<file path="src/rtl/rf_dbg_pkg.sv">
// Shared types and constants for the register-file debug arbiter.
package rf_dbg_pkg;

    typedef enum logic [2:0] {
        IDLE    = 3'd0,
        RD      = 3'd1,
        WR_PEND = 3'd2,
        HALT    = 3'd3,
        RESP    = 3'd4
    } state_e;

    localparam logic [4:0] REG_ZERO    = 5'd0;

    localparam logic       ERR_NONE    = 1'b0;
    localparam logic       ERR_TIMEOUT = 1'b1;

endpackage

</file>
<file path="src/rtl/rf_dbg_arbiter_if.sv">
// Debug access port: request channel (valid/ready) and response channel (valid/ready).
interface rf_dbg_arbiter_if #(
    parameter int XLEN = 32
) ();

    logic            req_valid;
    logic            req_ready;
    logic            req_write;
    logic [4:0]      req_addr;
    logic [XLEN-1:0] req_wdata;

    logic            rsp_valid;
    logic            rsp_ready;
    logic [XLEN-1:0] rsp_rdata;
    logic            rsp_err;

    modport master (
        output req_valid, req_write, req_addr, req_wdata, rsp_ready,
        input  req_ready, rsp_valid, rsp_rdata, rsp_err
    );

    modport slave (
        input  req_valid, req_write, req_addr, req_wdata, rsp_ready,
        output req_ready, rsp_valid, rsp_rdata, rsp_err
    );

endinterface

</file>
<file path="src/rtl/rf_wport_mux.sv">
// Register-file write-port priority mux: writeback first, then debug write.
// Latency: combinational; backpressure: none, the losing debug write is retried by the caller.
module rf_wport_mux
    import rf_dbg_pkg::*;
#(
    parameter int XLEN = 32
) (
    input  logic            wb_we,
    input  logic [4:0]      wb_rd,
    input  logic [XLEN-1:0] wb_data,
    input  logic            dbg_we,
    input  logic [4:0]      dbg_addr,
    input  logic [XLEN-1:0] dbg_data,
    output logic            rf_we,
    output logic [4:0]      rf_waddr,
    output logic [XLEN-1:0] rf_wdata
);

    always_comb begin
        rf_we    = 1'b0;
        rf_waddr = REG_ZERO;
        rf_wdata = '0;
        if (wb_we) begin
            rf_we    = 1'b1;
            rf_waddr = wb_rd;
            rf_wdata = wb_data;
        end else if (dbg_we) begin
            rf_we    = 1'b1;
            rf_waddr = dbg_addr;
            rf_wdata = dbg_data;
        end
    end

endmodule

</file>
<file path="src/rtl/rf_dbg_arbiter.sv">
// Shares the RF write port between writeback and debug, serves debug reads; RF_DBG_TIMEOUT_EN aborts stuck halts.
// Read rsp 2 cycles after accept; debug writes yield to wb_we and raise halt_req after MAX_WAIT; one transaction in flight.
module rf_dbg_arbiter
    import rf_dbg_pkg::*;
#(
    parameter int XLEN         = 32,
    parameter int MAX_WAIT     = 8,
    parameter int HALT_TIMEOUT = 16
) (
    input  logic              clk,
    input  logic              reset,
    input  logic              wb_we,
    input  logic [4:0]        wb_rd,
    input  logic [XLEN-1:0]   wb_data,
    output logic              rf_we,
    output logic [4:0]        rf_waddr,
    output logic [XLEN-1:0]   rf_wdata,
    output logic [4:0]        rf_dbg_raddr,
    input  logic [XLEN-1:0]   rf_dbg_rdata,
    rf_dbg_arbiter_if.slave   dbg,
    output logic              halt_req,
    input  logic              halt_ack
);

    localparam int WCW = $clog2(MAX_WAIT + 1);

    if (MAX_WAIT < 1 || HALT_TIMEOUT < 1) begin : g_param_check
        $error("rf_dbg_arbiter: MAX_WAIT and HALT_TIMEOUT must be >= 1");
    end

    state_e          state_q, state_d;
    logic [WCW-1:0]  wcnt_q, wcnt_d;
    logic [4:0]      addr_q, addr_d;
    logic [XLEN-1:0] wdata_q, wdata_d;
    logic [XLEN-1:0] rdata_q, rdata_d;
    logic            dbg_fire;
    logic            dbg_we;
`ifdef RF_DBG_TIMEOUT_EN
    localparam int TCW = $clog2(HALT_TIMEOUT + 1);
    logic [TCW-1:0]  tcnt_q, tcnt_d;
    logic            err_q, err_d;
`endif

    always_ff @(posedge clk or posedge reset) begin
        if (reset) begin
            state_q <= IDLE;
            wcnt_q  <= '0;
            addr_q  <= REG_ZERO;
            wdata_q <= '0;
            rdata_q <= '0;
`ifdef RF_DBG_TIMEOUT_EN
            tcnt_q  <= '0;
            err_q   <= ERR_NONE;
`endif
        end else begin
            state_q <= state_d;
            wcnt_q  <= wcnt_d;
            addr_q  <= addr_d;
            wdata_q <= wdata_d;
            rdata_q <= rdata_d;
`ifdef RF_DBG_TIMEOUT_EN
            tcnt_q  <= tcnt_d;
            err_q   <= err_d;
`endif
        end
    end

    always_comb begin
        state_d  = state_q;
        wcnt_d   = wcnt_q;
        addr_d   = addr_q;
        wdata_d  = wdata_q;
        rdata_d  = rdata_q;
        dbg_fire = 1'b0;
`ifdef RF_DBG_TIMEOUT_EN
        tcnt_d   = tcnt_q;
        err_d    = err_q;
`endif
        unique case (state_q)
            IDLE: begin
                if (dbg.req_valid) begin
                    addr_d  = dbg.req_addr;
                    wdata_d = dbg.req_wdata;
                    rdata_d = '0;
`ifdef RF_DBG_TIMEOUT_EN
                    err_d   = ERR_NONE;
`endif
                    state_d = dbg.req_write ? WR_PEND : RD;
                end
            end
            RD: begin
                // x0 reads as zero regardless of what the array returns
                rdata_d = (addr_q == REG_ZERO) ? '0 : rf_dbg_rdata;
                state_d = RESP;
            end
            WR_PEND: begin
                if (!wb_we) begin
                    dbg_fire = 1'b1;
                    state_d  = RESP;
                end else if (wcnt_q == WCW'(MAX_WAIT - 1)) begin
                    state_d  = HALT;
                end else begin
                    wcnt_d   = wcnt_q + 1'b1;
                end
            end
            HALT: begin
                // writeback still wins even if the hazard unit acks early
                if (halt_ack && !wb_we) begin
                    dbg_fire = 1'b1;
                    state_d  = RESP;
                end
`ifdef RF_DBG_TIMEOUT_EN
                else if (!halt_ack) begin
                    if (tcnt_q == TCW'(HALT_TIMEOUT - 1)) begin
                        err_d   = ERR_TIMEOUT;
                        state_d = RESP;
                    end else begin
                        tcnt_d  = tcnt_q + 1'b1;
                    end
                end
`endif
            end
            RESP: begin
                if (dbg.rsp_ready) begin
                    state_d = IDLE;
                    wcnt_d  = '0;
`ifdef RF_DBG_TIMEOUT_EN
                    tcnt_d  = '0;
`endif
                end
            end
            default: state_d = IDLE;
        endcase
    end

    assign dbg_we        = dbg_fire && (addr_q != REG_ZERO);
    assign rf_dbg_raddr  = addr_q;
    assign halt_req      = (state_q == HALT);
    assign dbg.req_ready = (state_q == IDLE);
    assign dbg.rsp_valid = (state_q == RESP);
    assign dbg.rsp_rdata = rdata_q;
`ifdef RF_DBG_TIMEOUT_EN
    assign dbg.rsp_err   = err_q;
`else
    assign dbg.rsp_err   = ERR_NONE;
`endif

    rf_wport_mux #(
        .XLEN     (XLEN)
    ) u_wport_mux (
        .wb_we    (wb_we),
        .wb_rd    (wb_rd),
        .wb_data  (wb_data),
        .dbg_we   (dbg_we),
        .dbg_addr (addr_q),
        .dbg_data (wdata_q),
        .rf_we    (rf_we),
        .rf_waddr (rf_waddr),
        .rf_wdata (rf_wdata)
    );

endmodule

</file>
<file path="src/flat_wrapper.sv">
// flat-port wrapper written by rule: the top's interface ports become plain ports
module rf_dbg_arbiter_flat import rf_dbg_pkg::*;
#(
    parameter int XLEN         = 32,
    parameter int MAX_WAIT     = 8,
    parameter int HALT_TIMEOUT = 16
)
  (clk, reset, wb_we, wb_rd, wb_data, rf_we, rf_waddr, rf_wdata, rf_dbg_raddr, rf_dbg_rdata, halt_req, halt_ack, dbg_req_valid, dbg_req_write, dbg_req_addr, dbg_req_wdata, dbg_rsp_ready, dbg_req_ready, dbg_rsp_valid, dbg_rsp_rdata, dbg_rsp_err);
  rf_dbg_arbiter_if #(.XLEN(XLEN)) dbg_i ();
  input  logic clk;
  input  logic reset;
  input  logic wb_we;
  input  logic [4:0] wb_rd;
  input  logic [XLEN-1:0] wb_data;
  output logic rf_we;
  output logic [4:0] rf_waddr;
  output logic [XLEN-1:0] rf_wdata;
  output logic [4:0] rf_dbg_raddr;
  input  logic [XLEN-1:0] rf_dbg_rdata;
  output logic halt_req;
  input  logic halt_ack;
  input wire logic [$bits(dbg_i.req_valid)-1:0] dbg_req_valid;
  input wire logic [$bits(dbg_i.req_write)-1:0] dbg_req_write;
  input wire logic [$bits(dbg_i.req_addr)-1:0] dbg_req_addr;
  input wire logic [$bits(dbg_i.req_wdata)-1:0] dbg_req_wdata;
  input wire logic [$bits(dbg_i.rsp_ready)-1:0] dbg_rsp_ready;
  output wire logic [$bits(dbg_i.req_ready)-1:0] dbg_req_ready;
  output wire logic [$bits(dbg_i.rsp_valid)-1:0] dbg_rsp_valid;
  output wire logic [$bits(dbg_i.rsp_rdata)-1:0] dbg_rsp_rdata;
  output wire logic [$bits(dbg_i.rsp_err)-1:0] dbg_rsp_err;
  assign dbg_i.req_valid = dbg_req_valid;
  assign dbg_i.req_write = dbg_req_write;
  assign dbg_i.req_addr = dbg_req_addr;
  assign dbg_i.req_wdata = dbg_req_wdata;
  assign dbg_i.rsp_ready = dbg_rsp_ready;
  assign dbg_req_ready = dbg_i.req_ready;
  assign dbg_rsp_valid = dbg_i.rsp_valid;
  assign dbg_rsp_rdata = dbg_i.rsp_rdata;
  assign dbg_rsp_err = dbg_i.rsp_err;
  rf_dbg_arbiter #(.XLEN(XLEN), .MAX_WAIT(MAX_WAIT), .HALT_TIMEOUT(HALT_TIMEOUT)) u_core (.clk(clk), .reset(reset), .wb_we(wb_we), .wb_rd(wb_rd), .wb_data(wb_data), .rf_we(rf_we), .rf_waddr(rf_waddr), .rf_wdata(rf_wdata), .rf_dbg_raddr(rf_dbg_raddr), .rf_dbg_rdata(rf_dbg_rdata), .dbg(dbg_i), .halt_req(halt_req), .halt_ack(halt_ack));
endmodule
</file>
<file path="config.mk">
export PLATFORM = sky130hd
export DESIGN_NAME = rf_dbg_arbiter_flat
export DESIGN_NICKNAME = d
export VERILOG_FILES = /design/src/rtl/rf_dbg_pkg.sv /design/src/rtl/rf_dbg_arbiter_if.sv /design/src/rtl/rf_wport_mux.sv /design/src/rtl/rf_dbg_arbiter.sv /design/src/flat_wrapper.sv
export SDC_FILE = /design/constraint.sdc
export NUM_CORES = 1
export LEC_CHECK = 0
export ABC_AREA = 1
export CAP_MARGIN = 20
export CORE_MARGIN = 1
export CORE_UTILIZATION = 43
export DETAILED_ROUTE_END_ITERATION = 6
export PLACE_DENSITY = 0.91
export SYNTH_ARGS = -nofsm -noshare
export SYNTH_HDL_FRONTEND = slang
export SYNTH_SLANG_ARGS = --single-unit
</file>
<file path="constraint.sdc">
create_clock -name clk -period 5.7 [get_ports clk]
set_clock_uncertainty 0.1 [all_clocks]
set_input_delay 1.14 -clock clk [delete_from_list [all_inputs] [get_ports clk]]
set_output_delay 1.14 -clock clk [all_outputs]
set_load 0.05 [all_outputs]
</file>
======== After elaboration in Yosys (flattened, before gate mapping) ========
Cells that the tools add are included.
operators by class
  order comparisons ....................... 0
  add/sub/neg operators ................... 1
  multipliers ............................. 0
  shift-type cells ........................ 0
  divide/modulo/power cells ............... 0
  multiplexer cells ....................... 23
  reduce and logical (&&, ||, !) cells .... 12
  equal/unequal tests ..................... 11
  bitwise logic cells ..................... 0
operators with widths
  operator             count
  $mux 32              4
  $pmux 32 s2          1
  $mux 3               5
  $pmux 3 s5           1
  $mux 4               3
  $mux 5               2
  $ne 2x2->1 const B   4
  $pmux 4 s2           1
  $reduce_and 4->1     2
  $eq 3x2->1 const B   2
  $logic_not 5->1      1
  $reduce_bool 5->1    1
  $add 4x1->4 const B  1
  $eq 4x3->1 const B   1
  $mux 1               4
  $reduce_and 2->1     2
  $reduce_bool 2->1    2
  $eq 3x1->1 const B   1
  $eq 3x3->1 const B   1
  $logic_not 3->1      1
  $ne 3x2->1 const B   1
  $logic_and 1x1->1    2
  $mux 2               1
  $ne 2x1->1 const B   1
  other kinds (2)      2
storage, ports and cells
  bits of input ports ..................... 113
  ROM bits ................................ 0
  output and inout port bits .............. 79
  memory bits (writable) .................. 0
  bits in latches ......................... 0
  memories kept ........................... 0
  word-level logic and storage cells ...... 52
  bits in registers ....................... 76

======== Depth between registers and ports, before layout ========
Gate-level depths: netlist of the first run.
  depth after elaboration ................. 7
  gate-level depth with buffers ........... 8
  mapped depth without buffers ............ 8

======== Modules after synthesis ========
A second synthesis of the first run with hierarchy kept.
second synthesis, totals
  cells, all modules ...................... 509
  area total of the unflattened synthesis .. 3854.9 um^2
by module, submodules not included
  module          cells an instance  sequential area each (um^2)  area each (um^2)  instances
  rf_dbg_arbiter  385                1901.8                       3281.9            1
  rf_wport_mux    124                0.0                          573.0             1

======== Worst setup path before layout of the first run ========
Ideal clock, no wire load.
  kind .................................... input-to-output
  start ................................... in wb_we
  end ..................................... out rf_waddr[0]
  data required time ...................... 4460 ps
  setup slack ............................. 1589 ps
  data arrival time ....................... 2871 ps
  buffers on the path ..................... 1
  stages on the path ...................... 6
  path through ............................ clkbuf_1 > inv_1 > nand3_1 > a21oi_2 > nand2_1 > o21ai_0
on the way
  longest elaborated chain between the ends .. 7
  elaborated cells between the ends (all ways) .. 8
  those cells by class .................... mux (5); reduce/logical (3)
RTL lines
  what               RTL line               source
  from (decl)        flat_wrapper.sv:12     input logic wb_we;
  $logic_not 1->1    -
  $logic_and 1x1->1  rf_dbg_arbiter.sv:108  if (halt_ack && !wb_we) begin
  $mux 1             rf_dbg_arbiter.sv:108
  $pmux 1 s2         rf_dbg_arbiter.sv:79   unique case (state_q)
  $logic_and 1x1->1  rf_dbg_arbiter.sv:136  assign dbg_we = dbg_fire && (addr_q != REG_ZERO);
  $mux 5             rf_wport_mux.sv:27     end else if (dbg_we) begin
  $mux 5 (*)         rf_wport_mux.sv:23     if (wb_we) begin
  to (decl)          flat_wrapper.sv:16     output logic [4:0] rf_waddr;
Mark *: on every way between the ends. The rest lies on a longest branch, timed or not.

======== Worst setup path in the final report of the first run ========
Same ends and word-level chain as after synthesis.

==> impl_metrics.json, run 1 <==
{
  "fp-row-count": 33,
  "finalCriticalPeriod_ns": 4.41,
  "postRouteAntennaNets": 0,
  "final_common_cell": "nand2_1",
  "antenna_found_initial": 0,
  "reg2reg_from": "u_core.state_q[1]",
  "critPathMaxFanout": 32,
  "wirelength_um": 11800,
  "slew_headroom_pct": 39.6,
  "drv_cap": 0,
  "ys_seq_elements": 76,
  "max-vdd-ir-drop_v": 0.000217,
  "cts_sinks": 76,
  "min_to": "u_core.wdata_q[21]",
  "rsz0062_at_grt": "no",
  "r2r-end": "u_core.dbg.rsp_rdata[31]",
  "grt_overflow": 0,
  "timing.final.crit_share_pct": 77.3,
  "cts_buffers": 9,
  "end_kind": "output port",
  "power.leakage_nw": 3.07,
  "grt_pass1_vias": 3960,
  "start_util_pct": 44.9,
  "tightest_slew_ns": 0.907,
  "final_cell_mix": "164 x nand2_1, 152 x clkdlybuf4s50_1, 104 x nand3_1",
  "synth-seq-area-share_pct": 50.7,
  "finalMaxSlewViolations": 0,
  "cts_hold_buf": 0,
  "die_x_um": 95.4,
  "startpoint": "wb_we",
  "grt_pass1_wl_um": 18500,
  "met2_length_um": 5930,
  "core-area_mm2": 0.00834,
  "ios": 192,
  "wl_per_cell_um": 15.0,
  "clockRootBuffer": "clkbuf_8",
  "drtIter0Drc": 166,
  "syn-cell-area_mm2": 0.00375,
  "htree_levels": 3,
  "wl_met3_um": 1060,
  "top_layer_used": "met4",
  "final_core_util_pct": 77.0,
  "insertion_delay_ns": 0.34,
  "postSynthCellCount": 500,
  "syn_nets": 614,
  "nNetsFinal": 791,
  "tns_ns": 0,
  "place.gp.congestion": 0.839,
  "hold_start": "u_core.wdata_q[21]",
  "post-route-drc-count": 0,
  "p_per_area_mw_per_mm2": 518,
  "avgViaCountPerCell": 5.22,
  "ys_warn_count": 0,
  "worst_slack_ns": 1.29,
  "dp_slack_ns": 1.32,
  "cts_buffer_depth": 2,
  "cts_setup_buffers": 0,
  "path_class": "input port to output port",
  "setup.worst_path.start_class": "input port",
  "dieArea_mm2": 0.00910,
  "dp_hpwl_um": 8450,
  "drive_above_1_share_pct": 10.1,
  "first_pass_iters": 5,
  "diodes": 0,
  "max_freq_mhz": 227,
  "finalHoldViolations": 0,
  "grtUsageTotal_pct": 26.6,
  "r2r_cells": 8,
  "clk_pin_slew_worst_paths_ns": 0.08,
  "yosysUniqueCellTypes": 24,
  "cp.arrival_ns": 3.17,
  "grt_max_degree": 77,
  "vias": 4106,
  "dieHeight_um": 95.4,
  "setup_viol": 0,
  "syn_avg_cell_area_um2": 7.50,
  "tritoncts": "done",
  "min_path_type": "register to register",
  "required_ns": 4.46,
  "syn_to_final_growth_pct": 71.3,
  "status": "complete, no violations",
  "r2r_slack_ns": 3.03,
  "io_buffers": 190,
  "hold_depth": 2,
  "cts-resized-gates": 0,
  "wirelength_met1_um": 4410
}
worst max-delay path: stages:
cell             delay (ns)
clkdlybuf4s50_1        0.44
inv_1                  0.14
nand3_1                0.13
a21oi_2                0.12
buf_4                  0.33
nand2_1                0.22
o21ai_0                0.44
buf_12                 0.20
power by group:
part / switching [mW] / total [mW] / internal, mW / leakage (nW)
clock network: 0.191 / 0.548 / 0.357 / 0.136
logic: 1.17 / 1.84 / 0.665 / 1.97
registers: 0.162 / 0.944 / 0.782 / 0.965
cell type report:
class / count / area, um^2
Clock buffer: 11 / 151
Clock inverter: 4 / 120
Sequential cell: 76 / 1900
Inverter: 52 / 196
Multi-Input combinational cell: 340 / 1520
Fill cell: 550 / 1920
Timing Repair Buffer: 198 / 2400
Tap cell: 105 / 131
kinds of logic (layout without fill, tap and decap cells):
| logic type | Yosys count | count (layout) | synth area share, % |
|---|---|---|---|
| AND/OR/NAND/NOR | 289 | 289 | 33.0 |
| buffers and inverters | 84 | 265 | 8.95 |
| flip-flops | 76 | 76 | 50.7 |
| AO/OA/AOI/OAI | 48 | 48 | 6.64 |
| adder cells (fa/ha/maj) | 1 | 1 | 0.334 |
| other | 1 | 1 | 0.100 |
| XOR/XNOR | 1 | 1 | 0.234 |
worst max-delay path by stage:
| stage | end | cells after the start |
|---|---|---|
| 5_1_grt | rf_wdata[1] | 8 |
| 3_3_place_gp | rf_wdata[3] | 8 |
| 4_1_cts | rf_waddr[0] | 8 |
| 3_5_place_dp | rf_waddr[0] | 8 |
| 2_1_floorplan | rf_waddr[0] | 6 |
| 6_report | rf_waddr[0] | 8 |
metal layers:
metal / track usage, % / vias up
li1: - / 1946
met1: 30.7 / 1879
met2: 47.0 / 249
met3: 5.42 / 32
met4: 13.1 / 0
met5: 0 / -
Yosys cell counts:
cell type,count,share of area (%)
nand2_1,164,16
nand3_1,105,14
dfrtp_1,76,51
inv_1,51,5.1
o21ai_1,30,4.0
clkbuf_1,16,1.6
nor2_1,14,1.4
buf_2,13,1.7
o21ai_0,8,1.1
a21oi_1,7,0.93
buf_1,2,0.20
nand3b_1,2,0.40
a21oi_2,1,0.23
a31oi_1,1,0.17
buf_4,1,0.20
conb_1,1,0.10
ha_1,1,0.33
inv_2,1,0.10
nand2_2,1,0.17
nand4_1,1,0.17
nor2_4,1,0.30
nor3_1,1,0.13
o21ai_2,1,0.23
xor2_1,1,0.23
sequential cells by signal, summed over array words and instances (netlist names):
signal,cells
u_core.dbg.rsp_rdata,32
u_core.wdata_q,32
u_core.rf_dbg_raddr,5
u_core.wcnt_q,4
u_core.state_q,3
stage by stage:
step	area (um^2)	cells	hold slack, ns	total power [mW]
2_1_floorplan	3750	500	0.343	2.04
3_3_place_gp	6070	768	0.356	2.66
3_5_place_dp	6120	770	0.359	2.76
4_1_cts	6390	785	0.378	3.32
5_1_grt	6420	786	0.403	3.51
6_report	6420	786	0.381	3.33
(Power assumes the default switching activity.)
==> run 2, diff against run 1 <==
Settings changed: CORE_UTILIZATION 43 to 36, PLACE_DENSITY 0.91 to 0.82.
Clock period 5.7 ns to 3.8 ns, I/O delays scaled along.
==> impl_metrics.json, run 2 (synthesis results as in run 1) <==
{
  "status": "complete, no violations",
  "post-route-drc-count": 0,
  "vias": 3951,
  "wirelength_um": 11700,
  "die_x_um": 104,
  "nNetsFinal": 792,
  "critPathMaxFanout": 31,
  "drtIter0Drc": 235,
  "path_common_cell": "nand3_1",
  "power.switching_mw": 2.26,
  "end_kind": "output port",
  "first_pass_iters": 6,
  "timing.final.crit_share_pct": 85.6,
  "fp-row-count": 36,
  "drv_cap": 0,
  "clk_pin_slew_worst_paths_ns": 0.07,
  "place.gp.congestion": 0.816,
  "clockRootBuffer": "clkbuf_8",
  "finalMaxSlewViolations": 0,
  "tritoncts": "done",
  "cp.arrival_ns": 2.39,
  "cts-resized-gates": 0,
  "syn_to_final_growth_pct": 69.2,
  "cpLargestDelayFamily": "buffers and inverters",
  "dp_slack_ns": 0.532,
  "r2r_slack_ns": 1.23,
  "worst-path-buf-inv": 4,
  "slowest_delay_ns": 0.42,
  "power.leakage_nw": 3.02,
  "final_cell_mix": "164 x nand2_1, 152 x clkdlybuf4s50_1, 104 x nand3_1",
  "internal_power_mw": 2.45,
  "wl_per_cell_um": 14.4,
  "required_ns": 2.94,
  "slowest_stage": "clkdlybuf4s50_1",
  "finalHoldViolations": 0,
  "grt_max_degree": 61,
  "rsz0062_at_grt": "no",
  "slew_headroom_pct": 42.5,
  "max_freq_mhz": 307,
  "postRouteAntennaNets": 0,
  "p_per_area_mw_per_mm2": 743,
  "p_clk_share_pct": 13.0,
  "drive_above_1_share_pct": 10.4,
  "cts_hold_buf": 0,
  "max-vdd-ir-drop_v": 0.000418,
  "insertion_delay_ns": 0.33,
  "cts_buffer_depth": 2,
  "dieArea_mm2": 0.0108,
  "core-area_mm2": 0.00995,
  "dp_hpwl_um": 8630,
  "min_path_type": "register to register",
  "tns_ns": 0,
  "cts_buffers": 9,
  "grt_pass1_vias": 4009,
  "seqPwrFrac_pct": 30.0,
  "antenna_found_initial": 0,
  "power.share.combinational_pct": 57.0,
  "worst_slack_ns": 0.547,
  "grtUsageTotal_pct": 22.4,
  "cts_setup_buffers": 0,
  "start_util_pct": 37.7,
  "htree_levels": 3,
  "final_common_cell": "nand2_1",
  "finalCriticalPeriod_ns": 3.25,
  "switching_share_pct": 48.0,
  "dieHeight_um": 104,
  "nFillCells": 834,
  "avgViaCountPerCell": 4.84,
  "crit_path_cell_trace": "clkdlybuf4s50_1, inv_1, nand3_1, a21oi_2, buf_4, nand3_1, nand2_1, buf_12",
  "grt_pass1_wl_um": 19500,
  "setup.worst_path.start_class": "input port",
  "tightest_slew_ns": 0.860,
  "path_class": "input port to output port",
  "io_buffers": 190,
  "grt_overflow": 0,
  "ios": 192,
  "cts_sinks": 76,
  "diodes": 0,
  "setup_viol": 0
}
-- run 2: stage by stage --
step	std cells	utilization (%)	power, mW	hold WS [ns]	cell area [um^2]
global route	816	63.7	5.01	0.396	6340
global placement	799	61.5	4.01	0.356	6130
finish	816	63.7	4.71	0.383	6340
CTS	816	63.7	4.75	0.381	6340
detailed placement	800	61.7	4.12	0.363	6140
floorplan	500	-	3.06	0.343	3750
-- run 2: final timing paths --
check	start	to	cells after the start
setup reg to reg	u_core.state_q[1]	u_core.dbg.rsp_rdata[0]	8
hold reg to reg	u_core.wdata_q[4]	u_core.wdata_q[4]	2
max in group asynchronous	reset	u_core.wcnt_q[2]	3
min in group asynchronous	reset	u_core.dbg.rsp_rdata[19]	2
setup / recovery	wb_we	rf_wdata[17]	8
hold / removal	u_core.wdata_q[4]	u_core.wdata_q[4]	2
-- run 2: power groups by stage --
stage	combinational [mW]	clock [mW]	sequential, mW
finish	2.69	0.613	1.41
global route	2.89	0.668	1.46
CTS	2.71	0.635	1.41
detailed placement	2.70	0	1.42
global placement	2.62	0	1.39
floorplan	1.10	0	1.96
-- run 2: per-layer routing --
metal  vias to the layer above  track usage, %  routed length (um)
met5                         -               0                   0
met4                         0            7.35                 180
met3                        13            5.58                 788
met2                       174            39.6                5880
met1                      1814            26.4                4860
li1                       1950               -                   -
-- run 2: area by class of cell --
| cell class | instances | area [um^2] | share of cell area, % |
|---|---|---|---|
| clock buffer | 10 | 138 | 2.17 |
| inverter | 52 | 196 | 3.10 |
| tap | 133 | 166 | 2.62 |
| clock inverter | 6 | 63.8 | 1.01 |
| sequential | 76 | 1900 | 30.0 |
| timing repair buffer | 199 | 2360 | 37.2 |
| multi-input combinational | 340 | 1520 | 23.9 |
-- run 2: worst reg2reg max path: stages, from the launching register on --
cell and delay (ns):
dfrtp_1 0.47, inv_2 0.09, nand2_1 0.08, nor2_4 0.09
buf_4 0.33, nand2_2 0.59, o21ai_2 0.20, buf_4 0.35
o21ai_0 0.15
